==> config.mk <==
export PLATFORM = sky130hd
export DESIGN_NAME = clkmon_seq
export DESIGN_NICKNAME = d
export VERILOG_FILES = /design/src/rtl/clkmon_pkg.sv /design/src/rtl/clkmon_nextch.sv /design/src/rtl/clkmon_seq.sv
export SDC_FILE = /design/constraint.sdc
export NUM_CORES = 1
export LEC_CHECK = 0
export CAP_MARGIN = 25
export CORE_ASPECT_RATIO = 1.1
export CORE_MARGIN = 2
export CORE_UTILIZATION = 45
export CTS_CLUSTER_SIZE = 24
export DETAILED_ROUTE_END_ITERATION = 10
export GPL_ROUTABILITY_DRIVEN = 0
export PLACE_DENSITY = 0.81
export SKIP_CTS_REPAIR_TIMING = 1
export SYNTH_ARGS = -nofsm -noshare
export SYNTH_HDL_FRONTEND = slang
export SYNTH_SLANG_ARGS = --single-unit
==> constraint.sdc <==
create_clock -name clkref -period 3.9 [get_ports clkref]
set_clock_uncertainty 0.2 [all_clocks]
set_input_delay 0.78 -clock clkref [delete_from_list [all_inputs] [get_ports clkref]]
set_output_delay 0.78 -clock clkref [all_outputs]
set_load 0.01 [all_outputs]
==> src/rtl/clkmon_pkg.sv <==
// Shared types and helpers for the clock-monitor sweep sequencer.
// Holds the FSM state encoding, the count width and the per-channel status vector.
package clkmon_pkg;

    localparam int unsigned CNT_W   = 29;
    localparam int unsigned MAX_NCH = 8;

    typedef enum logic [2:0] {
        ST_IDLE   = 3'd0,
        ST_SEL    = 3'd1,
        ST_SETTLE = 3'd2,
        ST_GATE   = 3'd3,
        ST_WAIT   = 3'd4,
        ST_EVAL   = 3'd5
    } state_t;

    typedef logic [CNT_W-1:0]   count_t;
    typedef logic [MAX_NCH-1:0] chmask_t;

    // Counter width for a terminal count of p cycles (at least one bit).
    function automatic int unsigned cnt_w(input int unsigned p);
        return (p > 1) ? int'($clog2(p)) : 1;
    endfunction

    // Lowest set bit of a channel mask; 0 when the mask is empty.
    function automatic logic [2:0] first_ch(input chmask_t m);
        logic [2:0] r;
        r = 3'd0;
        for (int i = int'(MAX_NCH) - 1; i >= 0; i--) begin
            if (m[3'(i)]) r = 3'(i);
        end
        return r;
    endfunction

endpackage

==> src/rtl/clkmon_nextch.sv <==
// Next-enabled-channel finder: lowest enabled channel above cur, or the
// lowest enabled channel overall with wrap set when cur is the last one.
module clkmon_nextch
    import clkmon_pkg::*;
#(
    parameter int unsigned NCH = 4,
    localparam int unsigned CHW = $clog2(NCH)
) (
    input  logic [CHW-1:0] cur,
    input  chmask_t        mask,
    output logic [CHW-1:0] nxt,
    output logic           wrap
);

    always_comb begin
        nxt  = CHW'(first_ch(mask));
        wrap = 1'b1;
        // Descending scan so the lowest qualifying channel wins.
        for (int unsigned i = MAX_NCH; i > 0; i--) begin
            if (mask[3'(i - 1)] && ((i - 1) > 32'(cur))) begin
                nxt  = CHW'(i - 1);
                wrap = 1'b0;
            end
        end
    end

endmodule

==> src/rtl/clkmon_seq.sv <==
// Clock-monitor sweep sequencer: steps the clock mux over enabled channels,
// opens a fixed gate window, collects counts and grades them against limits.
module clkmon_seq
    import clkmon_pkg::*;
#(
    parameter int unsigned NCH      = 4,
    parameter int unsigned CLKCOUNT = 125000000,
    parameter int unsigned SETTLE   = 16,
    parameter int unsigned TMO      = 1024,
    localparam int unsigned CHW = $clog2(NCH)
) (
    input  logic             clkref,
    input  logic             rst,
    input  logic             start,
    input  logic             cont,
    input  logic [NCH-1:0]   chan_en,
    input  logic [CNT_W-1:0] lim_lo,
    input  logic [CNT_W-1:0] lim_hi,
    input  logic [CNT_W-1:0] meas_val,
    input  logic             meas_vld,
    output logic [CHW-1:0]   mon_sel,
    output logic             gate,
    output logic             busy,
    output logic             done,
    output logic [CNT_W-1:0] res_val,
    output logic [CHW-1:0]   res_ch,
    output logic             res_stb,
    output logic [NCH-1:0]   ok,
    output logic [NCH-1:0]   bad,
    output logic [NCH-1:0]   tmo
);

    localparam int unsigned SW = cnt_w(SETTLE);
    localparam int unsigned GW = cnt_w(CLKCOUNT);
    localparam int unsigned TW = cnt_w(TMO);

    localparam logic [SW-1:0] S_LAST = SW'(SETTLE - 1);
    localparam logic [GW-1:0] G_LAST = GW'(CLKCOUNT - 1);
    localparam logic [TW-1:0] T_LAST = TW'(TMO - 1);

    state_t state_q, state_d;

    logic [NCH-1:0]   lmask_q, lmask_d;
    logic [SW-1:0]    settle_cnt_q, settle_cnt_d;
    logic [GW-1:0]    gate_cnt_q, gate_cnt_d;
    logic [TW-1:0]    tmo_cnt_q, tmo_cnt_d;
    logic             to_q, to_d;
    logic [CHW-1:0]   mon_sel_d, res_ch_d;
    logic [CNT_W-1:0] res_val_d;
    logic             gate_d, busy_d, done_d, res_stb_d;
    logic [NCH-1:0]   ok_d, bad_d, tmo_d;

    logic [CHW-1:0]   nxt_ch;
    logic             nxt_wrap;
    logic             accept_c;
    logic             in_win_c;
    chmask_t          lmask_ext;
    chmask_t          chan_en_ext;

    assign lmask_ext   = chmask_t'(lmask_q);
    assign chan_en_ext = chmask_t'(chan_en);
    assign accept_c    = start && (|chan_en);
    assign in_win_c    = (res_val >= lim_lo) && (res_val <= lim_hi);

    clkmon_nextch #(.NCH(NCH)) u_nextch (
        .cur  (mon_sel),
        .mask (lmask_ext),
        .nxt  (nxt_ch),
        .wrap (nxt_wrap)
    );

    always_ff @(posedge clkref or posedge rst) begin
        if (rst) state_q <= ST_IDLE;
        else     state_q <= state_d;
    end

    always_comb begin
        state_d = state_q;
        unique case (state_q)
            ST_IDLE:   if (accept_c) state_d = ST_SEL;
            ST_SEL:    state_d = ST_SETTLE;
            ST_SETTLE: if (settle_cnt_q == S_LAST) state_d = ST_GATE;
            ST_GATE:   if (gate_cnt_q == G_LAST) state_d = ST_WAIT;
            ST_WAIT:   if (meas_vld || (tmo_cnt_q == T_LAST)) state_d = ST_EVAL;
            ST_EVAL:   state_d = (nxt_wrap && !cont) ? ST_IDLE : ST_SEL;
            default:   state_d = ST_IDLE;
        endcase
    end

    // Next values for every registered output and datapath register.
    always_comb begin
        lmask_d      = lmask_q;
        mon_sel_d    = mon_sel;
        res_val_d    = res_val;
        res_ch_d     = res_ch;
        ok_d         = ok;
        bad_d        = bad;
        tmo_d        = tmo;
        to_d         = to_q;
        settle_cnt_d = '0;
        gate_cnt_d   = '0;
        tmo_cnt_d    = '0;
        res_stb_d    = 1'b0;
        done_d       = 1'b0;
        gate_d       = (state_d == ST_GATE);
        busy_d       = (state_d != ST_IDLE);
        unique case (state_q)
            ST_IDLE: begin
                if (accept_c) begin
                    lmask_d   = chan_en;
                    mon_sel_d = CHW'(first_ch(chan_en_ext));
                    ok_d      = '0;
                    bad_d     = '0;
                    tmo_d     = '0;
                end
            end
            ST_SETTLE: begin
                if (state_d == ST_SETTLE) settle_cnt_d = settle_cnt_q + 1'b1;
            end
            ST_GATE: begin
                if (state_d == ST_GATE) gate_cnt_d = gate_cnt_q + 1'b1;
            end
            ST_WAIT: begin
                if (meas_vld) begin
                    res_val_d = meas_val;
                    res_ch_d  = mon_sel;
                    res_stb_d = 1'b1;
                    to_d      = 1'b0;
                end else if (tmo_cnt_q == T_LAST) begin
                    tmo_d[mon_sel] = 1'b1;
                    to_d           = 1'b1;
                end else begin
                    tmo_cnt_d = tmo_cnt_q + 1'b1;
                end
            end
            ST_EVAL: begin
                if (!to_q) begin
                    if (in_win_c) ok_d[mon_sel]  = 1'b1;
                    else          bad_d[mon_sel] = 1'b1;
                end
                mon_sel_d = nxt_ch;
                done_d    = nxt_wrap;
            end
            default: ;
        endcase
    end

    always_ff @(posedge clkref or posedge rst) begin
        if (rst) begin
            lmask_q      <= '0;
            settle_cnt_q <= '0;
            gate_cnt_q   <= '0;
            tmo_cnt_q    <= '0;
            to_q         <= 1'b0;
            mon_sel      <= '0;
            gate         <= 1'b0;
            busy         <= 1'b0;
            done         <= 1'b0;
            res_val      <= '0;
            res_ch       <= '0;
            res_stb      <= 1'b0;
            ok           <= '0;
            bad          <= '0;
            tmo          <= '0;
        end else begin
            lmask_q      <= lmask_d;
            settle_cnt_q <= settle_cnt_d;
            gate_cnt_q   <= gate_cnt_d;
            tmo_cnt_q    <= tmo_cnt_d;
            to_q         <= to_d;
            mon_sel      <= mon_sel_d;
            gate         <= gate_d;
            busy         <= busy_d;
            done         <= done_d;
            res_val      <= res_val_d;
            res_ch       <= res_ch_d;
            res_stb      <= res_stb_d;
            ok           <= ok_d;
            bad          <= bad_d;
            tmo          <= tmo_d;
        end
    end

endmodule

# After elaboration in Yosys (flattened, before gate mapping)
# Index checks and enable logic that the tools add are counted.
# totals
register_bits,98
in_bits,96
out_inout_bits,49
elab_cells,113
# op_classes
n_addsub,3
n_lt_le_gt_ge,7
eq_ne,16
n_mux,46
bitwise,3
n_reduce_logical,22
# op_table
op,n
two-way mux 27 bit,2
two-way mux 4 bit,9
two-way mux 10 bit,3
greater-or-equal comparator 29 bit,1
less-or-equal comparator 29 bit,1
adder 27 x 1 -> 27 bit (second input constant),1
equality test 27 bit (second input constant),1
two-way mux 2 bit,12
case mux 4 bit (2 select lines),3
case mux 3 bit (6 select lines),1
equality test 3 x 2 -> 1 bit (second input constant),4
two-way mux 3 bit,4
inequality test 2 bit (second input constant),6
bitwise OR 4 bit,3
AND reduction 4 bit,3
adder 10 x 1 -> 10 bit (second input constant),1
equality test 10 bit (second input constant),1
two-way mux 1 bit,10
AND reduction 2 bit,4
logical AND 1 bit,7
equality test 3 bit (second input constant),2
nonzero test 2 bit,3
adder 4 x 1 -> 4 bit (second input constant),1
equality test 4 bit (second input constant),1
12 further kinds,13

# Logic depth before layout (Yosys ltp)
# depth
ltp_word,11
depth_mapped,8

# Hierarchy
# Synthesis repeated with hierarchy kept, for this count alone.
# hier_totals
hier_cells,653
hier_area_um2,5754.3
# by_module_without_submodules
module,n_inst,cells_each,area_each_um2,seq_area_each_um2
clkmon_seq,1,633,5626.6,2452.4
clkmon_nextch,1,20,127.6,0.0

# Worst setup path before layout
# OpenSTA, ideal clock, no wires.
# synth_path
path_type,in2reg
from,input port lim_hi[28]
to,register bad[0]
setup_time_ps,138
t_arrival_ps,2361
path_slack_ps,1201
cell_stages,8
cell_sequence,inv_1 > ha_1 > nand4_1 > or4_1 > nor2_1 > a21oi_1 > a211oi_1 > o21ai_0
# synth_between
elab_chain_len,4
# synth_lines
item,line_no,text
from (decl),clkmon_seq.sv:18,"input logic [CNT_W-1:0] lim_hi,"
less-or-equal comparator 29 bit,clkmon_seq.sv:63,assign in_win_c = (res_val >= lim_lo) && (res_val <= lim_hi);
logical AND 1 bit,clkmon_seq.sv:63,
inequality test 2 bit (no source line),-,
AND reduction 4 bit (no source line),-,
to (signal assigned),clkmon_seq.sv:163,bad <= '0;
to (signal assigned),clkmon_seq.sv:179,bad <= bad_d;
to (decl),clkmon_seq.sv:29,"output logic [NCH-1:0] bad,"
# No other way between the ends.
# A chain may end at the register's enable or synchronous reset.

# Worst setup path in the final report
# layout_path
from,input port lim_hi[28]
to,register bad[3]
# Same word-level chain as after synthesis.

==> results.sh <==
export IMPL_synthArstFlopShare=1.000
export IMPL_finalInstanceArea_um2=7651
export IMPL_endpoint="bad[3]"
export IMPL_worstPathMaxFanout=5
export IMPL_areaGrowthSynthToFinish_pct=33.69
export IMPL_power_density_nw_per_um2=271.3
export IMPL_synth_area_um2=5723
export IMPL_grt_use_total=0.2153
export IMPL_die_height_um=122.3
export IMPL_p_leak_nw=3.705
export IMPL_post_dp_cell_area_um2=7360
export IMPL_worstSetupStartpointType="input port"
export IMPL_drcViolationCount=0
export IMPL_overflow=0
export IMPL_use_met2=0.3815
export IMPL_relSlewSlack=0.4674
export IMPL_fin_ws_ps=563.7
export IMPL_via_per_inst=5.405
export IMPL_syn_avg_cell_area_um2=9.716
export IMPL_pin_count=145
export IMPL_clkPwrFrac=0.420
export IMPL_layout_drive_gt1_share=0.08119
export IMPL_fmax_ghz=0.2997
export IMPL_finalMaxSlewViolations=0
export IMPL_clk_pin_slew_worst_paths_ps=70
export IMPL_cp_data_arrival_time_ps=3330
export IMPL_crit_path_end_kind="flip-flop"
export IMPL_grt_antenna_before_repair=0
export IMPL_drtIter0Drc=384
export IMPL_rows=43
export IMPL_htreeDepth=3
export IMPL_fp_dieArea_um2=13640
export IMPL_clkLatencyLatePin_ps=340
export IMPL_ys_warn_count=0
export IMPL_cts_made_buffers=9
export IMPL_hpwl_mm=11.46
export IMPL_vdd_drop_max_uv=206.9
export IMPL_crit_chain="clkdlybuf4s50_1 -> inv_1 -> ha_1 -> nand4_1 -> or4_1 -> nor2_1 -> a21oi_1 -> a211oi_1 -> o21ai_0"
export IMPL_cts_sinks=98
export IMPL_drtAntennaViolNets=0
export IMPL_grt_pass1_wl_mm=23.72
export IMPL_start_util=0.4565
export IMPL_ys_seq_area_frac=0.4285
export IMPL_slowest_stage="or4_1"
export IMPL_crit_start="lim_hi[28]"
export IMPL_yosysTopAreaCell="dfrtp_1"
export IMPL_p_sw_mw=0.4499
export IMPL_final_nets=892
export IMPL_grt_max_degree=46
export IMPL_place_ws_ps=203.4
export IMPL_vias=4843
export IMPL_ys_ff_latch=98
export IMPL_p_comb_frac=0.088
export IMPL_drt_pre_antenna_iters=5
export IMPL_status="completed"
export IMPL_insertedDiodeCount=0
export IMPL_first_global_vias=4898
export IMPL_setup_viol=0
export IMPL_cts_tree="yes"
export IMPL_place_inst=881
export IMPL_synth_cells=589
export IMPL_globalRouteMet3Util=0.04395
export IMPL_drv_cap=0
export IMPL_r2r_start="res_val[28]"
export IMPL_hold_violations=0
export IMPL_synth_top_area_share=0.4285
export IMPL_hp_class="flip-flop to flip-flop"
export IMPL_p_total_mw=2.075
export IMPL_p_int_mw=1.626
export IMPL_wirelength_mm=14.49
export IMPL_tightest_slew_ps=798.0
export IMPL_io_buffers=144
export IMPL_clock_path_buffers=2
export IMPL_die_w_um=111.5
export IMPL_core_area_um2=12540
export IMPL_synthTopCellsByArea="dfrtp_1, ha_1, mux2_2"
export IMPL_root_buffer="clkbuf_16"
export IMPL_holdWs_ps=278.7
export IMPL_wl_per_cell_um=16.17
export IMPL_regToRegSetupSlack_ps=1010
export IMPL_synth_edf_count=0
export IMPL_final_setup_tns_ps=0
export IMPL_finish_utilization=0.6103
export IMPL_seqPwrFrac=0.492
export IMPL_post_route_period_util=0.8555
export IMPL_r2r_cells=7
export IMPL_path_class="input port to flip-flop"
export IMPL_finalCriticalPeriod_ps=3336
export IMPL_busiest_layer="met2"
export IMPL_ys_types=53
export IMPL_syn_nets=746
export IMPL_critPathMaxStageDelay_ps=610
export IMPL_stdcell_count=896
export IMPL_worstPathRequired_ps=3890
export IMPL_r2r_end="bad[3]"
export IMPL_swShare=0.2168
export IMPL_rsz0062_at_grt="no"
export IMPL_synthFlopType="dfrtp_1"
export IMPL_use_met1=0.2644
[how the worst min path moves through the flow]
stage | start | end | slack [ps] | depth (start not counted)
final | settle_cnt_q[0] | settle_cnt_q[0] | 280 | 1
after global routing | settle_cnt_q[0] | settle_cnt_q[0] | 290 | 1
after CTS | settle_cnt_q[0] | settle_cnt_q[0] | 280 | 1
after global placement | settle_cnt_q[0] | settle_cnt_q[0] | 240 | 1
after detailed placement | settle_cnt_q[0] | settle_cnt_q[0] | 270 | 1
after floorplan | settle_cnt_q[0] | settle_cnt_q[0] | 230 | 1
[layout make-up]
class | count | area [um2]
fill | 975 | 4885
clock buffer | 10 | 229.0
multi-input combinational | 410 | 2958
timing repair buffer | 148 | 1496
inverter | 68 | 256.5
clock inverter | 5 | 62.56
tap | 157 | 196.4
sequential | 98 | 2452
[layout by cell type, fill, tap and decap left out, types with 8 or more instances in the layout]
cell             instances
clkbuf_16                9
nor2_1                  61
and4_1                  10
nand3_1                 22
xor2_1                  15
xnor2_1                 20
and3_1                   8
nor3_1                  11
ha_1                    61
mux2_2                  31
dfrtp_1                 98
inv_1                   67
a21oi_1                 31
nand4_1                 15
nand2_1                 43
clkdlybuf4s50_1        144
o21ai_0                 23
[worst max-delay path: cells and delay by family]
kind / cells / cell delay (ps)
compound gates: 3 / 730
fa+ha+maj: 1 / 330
buf+inv: 2 / 510
simple gates: 3 / 990
[cells by family after synthesis]
kind of cell / synth area share
xor gates and xnor gates: 0.05356
buffers and inverters: 0.05466
adders and majority gates: 0.1334
and+or+nand+nor: 0.1751
muxes: 0.06100
AOI/OAI and AO/OA: 0.09380
DFF: 0.4285
[synthesized netlist by cell type (2+ instances only)]
cell / number
nand3_1: 22
a31oi_1: 3
nand4_1: 15
a211oi_1: 3
buf_2: 7
and4_1: 10
ha_1: 61
nor2b_1: 4
xnor2_1: 20
nor2_1: 61
nand2_1: 43
or2_2: 2
inv_1: 68
mux2_2: 31
and3_1: 8
nor3_1: 11
or3_1: 3
a21oi_1: 31
a21o_1: 5
nand2b_1: 2
dfrtp_1: 98
nor4_1: 2
o211ai_1: 2
clkbuf_1: 6
o21ai_0: 23
a221o_1: 2
and2_1: 3
a21boi_0: 3
xor2_1: 15
a22o_1: 2
[state kept, by name, indices dropped and copies added, names as in the netlist, 3 cells and up]
register / flops
lmask_q: 4
settle_cnt_q: 4
res_val: 29
tmo: 4
bad: 4
ok: 4
state_q: 3
tmo_cnt_q: 10
gate_cnt_q: 27
[power groups by stage]
stage,Clock [mW],Sequential [mW],Combinational (mW)
after detailed placement,0,1.04,0.182
after global placement,0,1.04,0.177
final,0.873,1.02,0.182
after CTS,0.889,1.02,0.183
after global routing,0.935,1.02,0.200
after floorplan,0,1.04,0.0593
[layer usage]
layer	routed length, um	part of all wire
met1	6088	0.42
met2	7213	0.50
met3	882	0.061
met4	306	0.021
met5	0	0
Note: power is estimated with default switching activity, not from simulation.
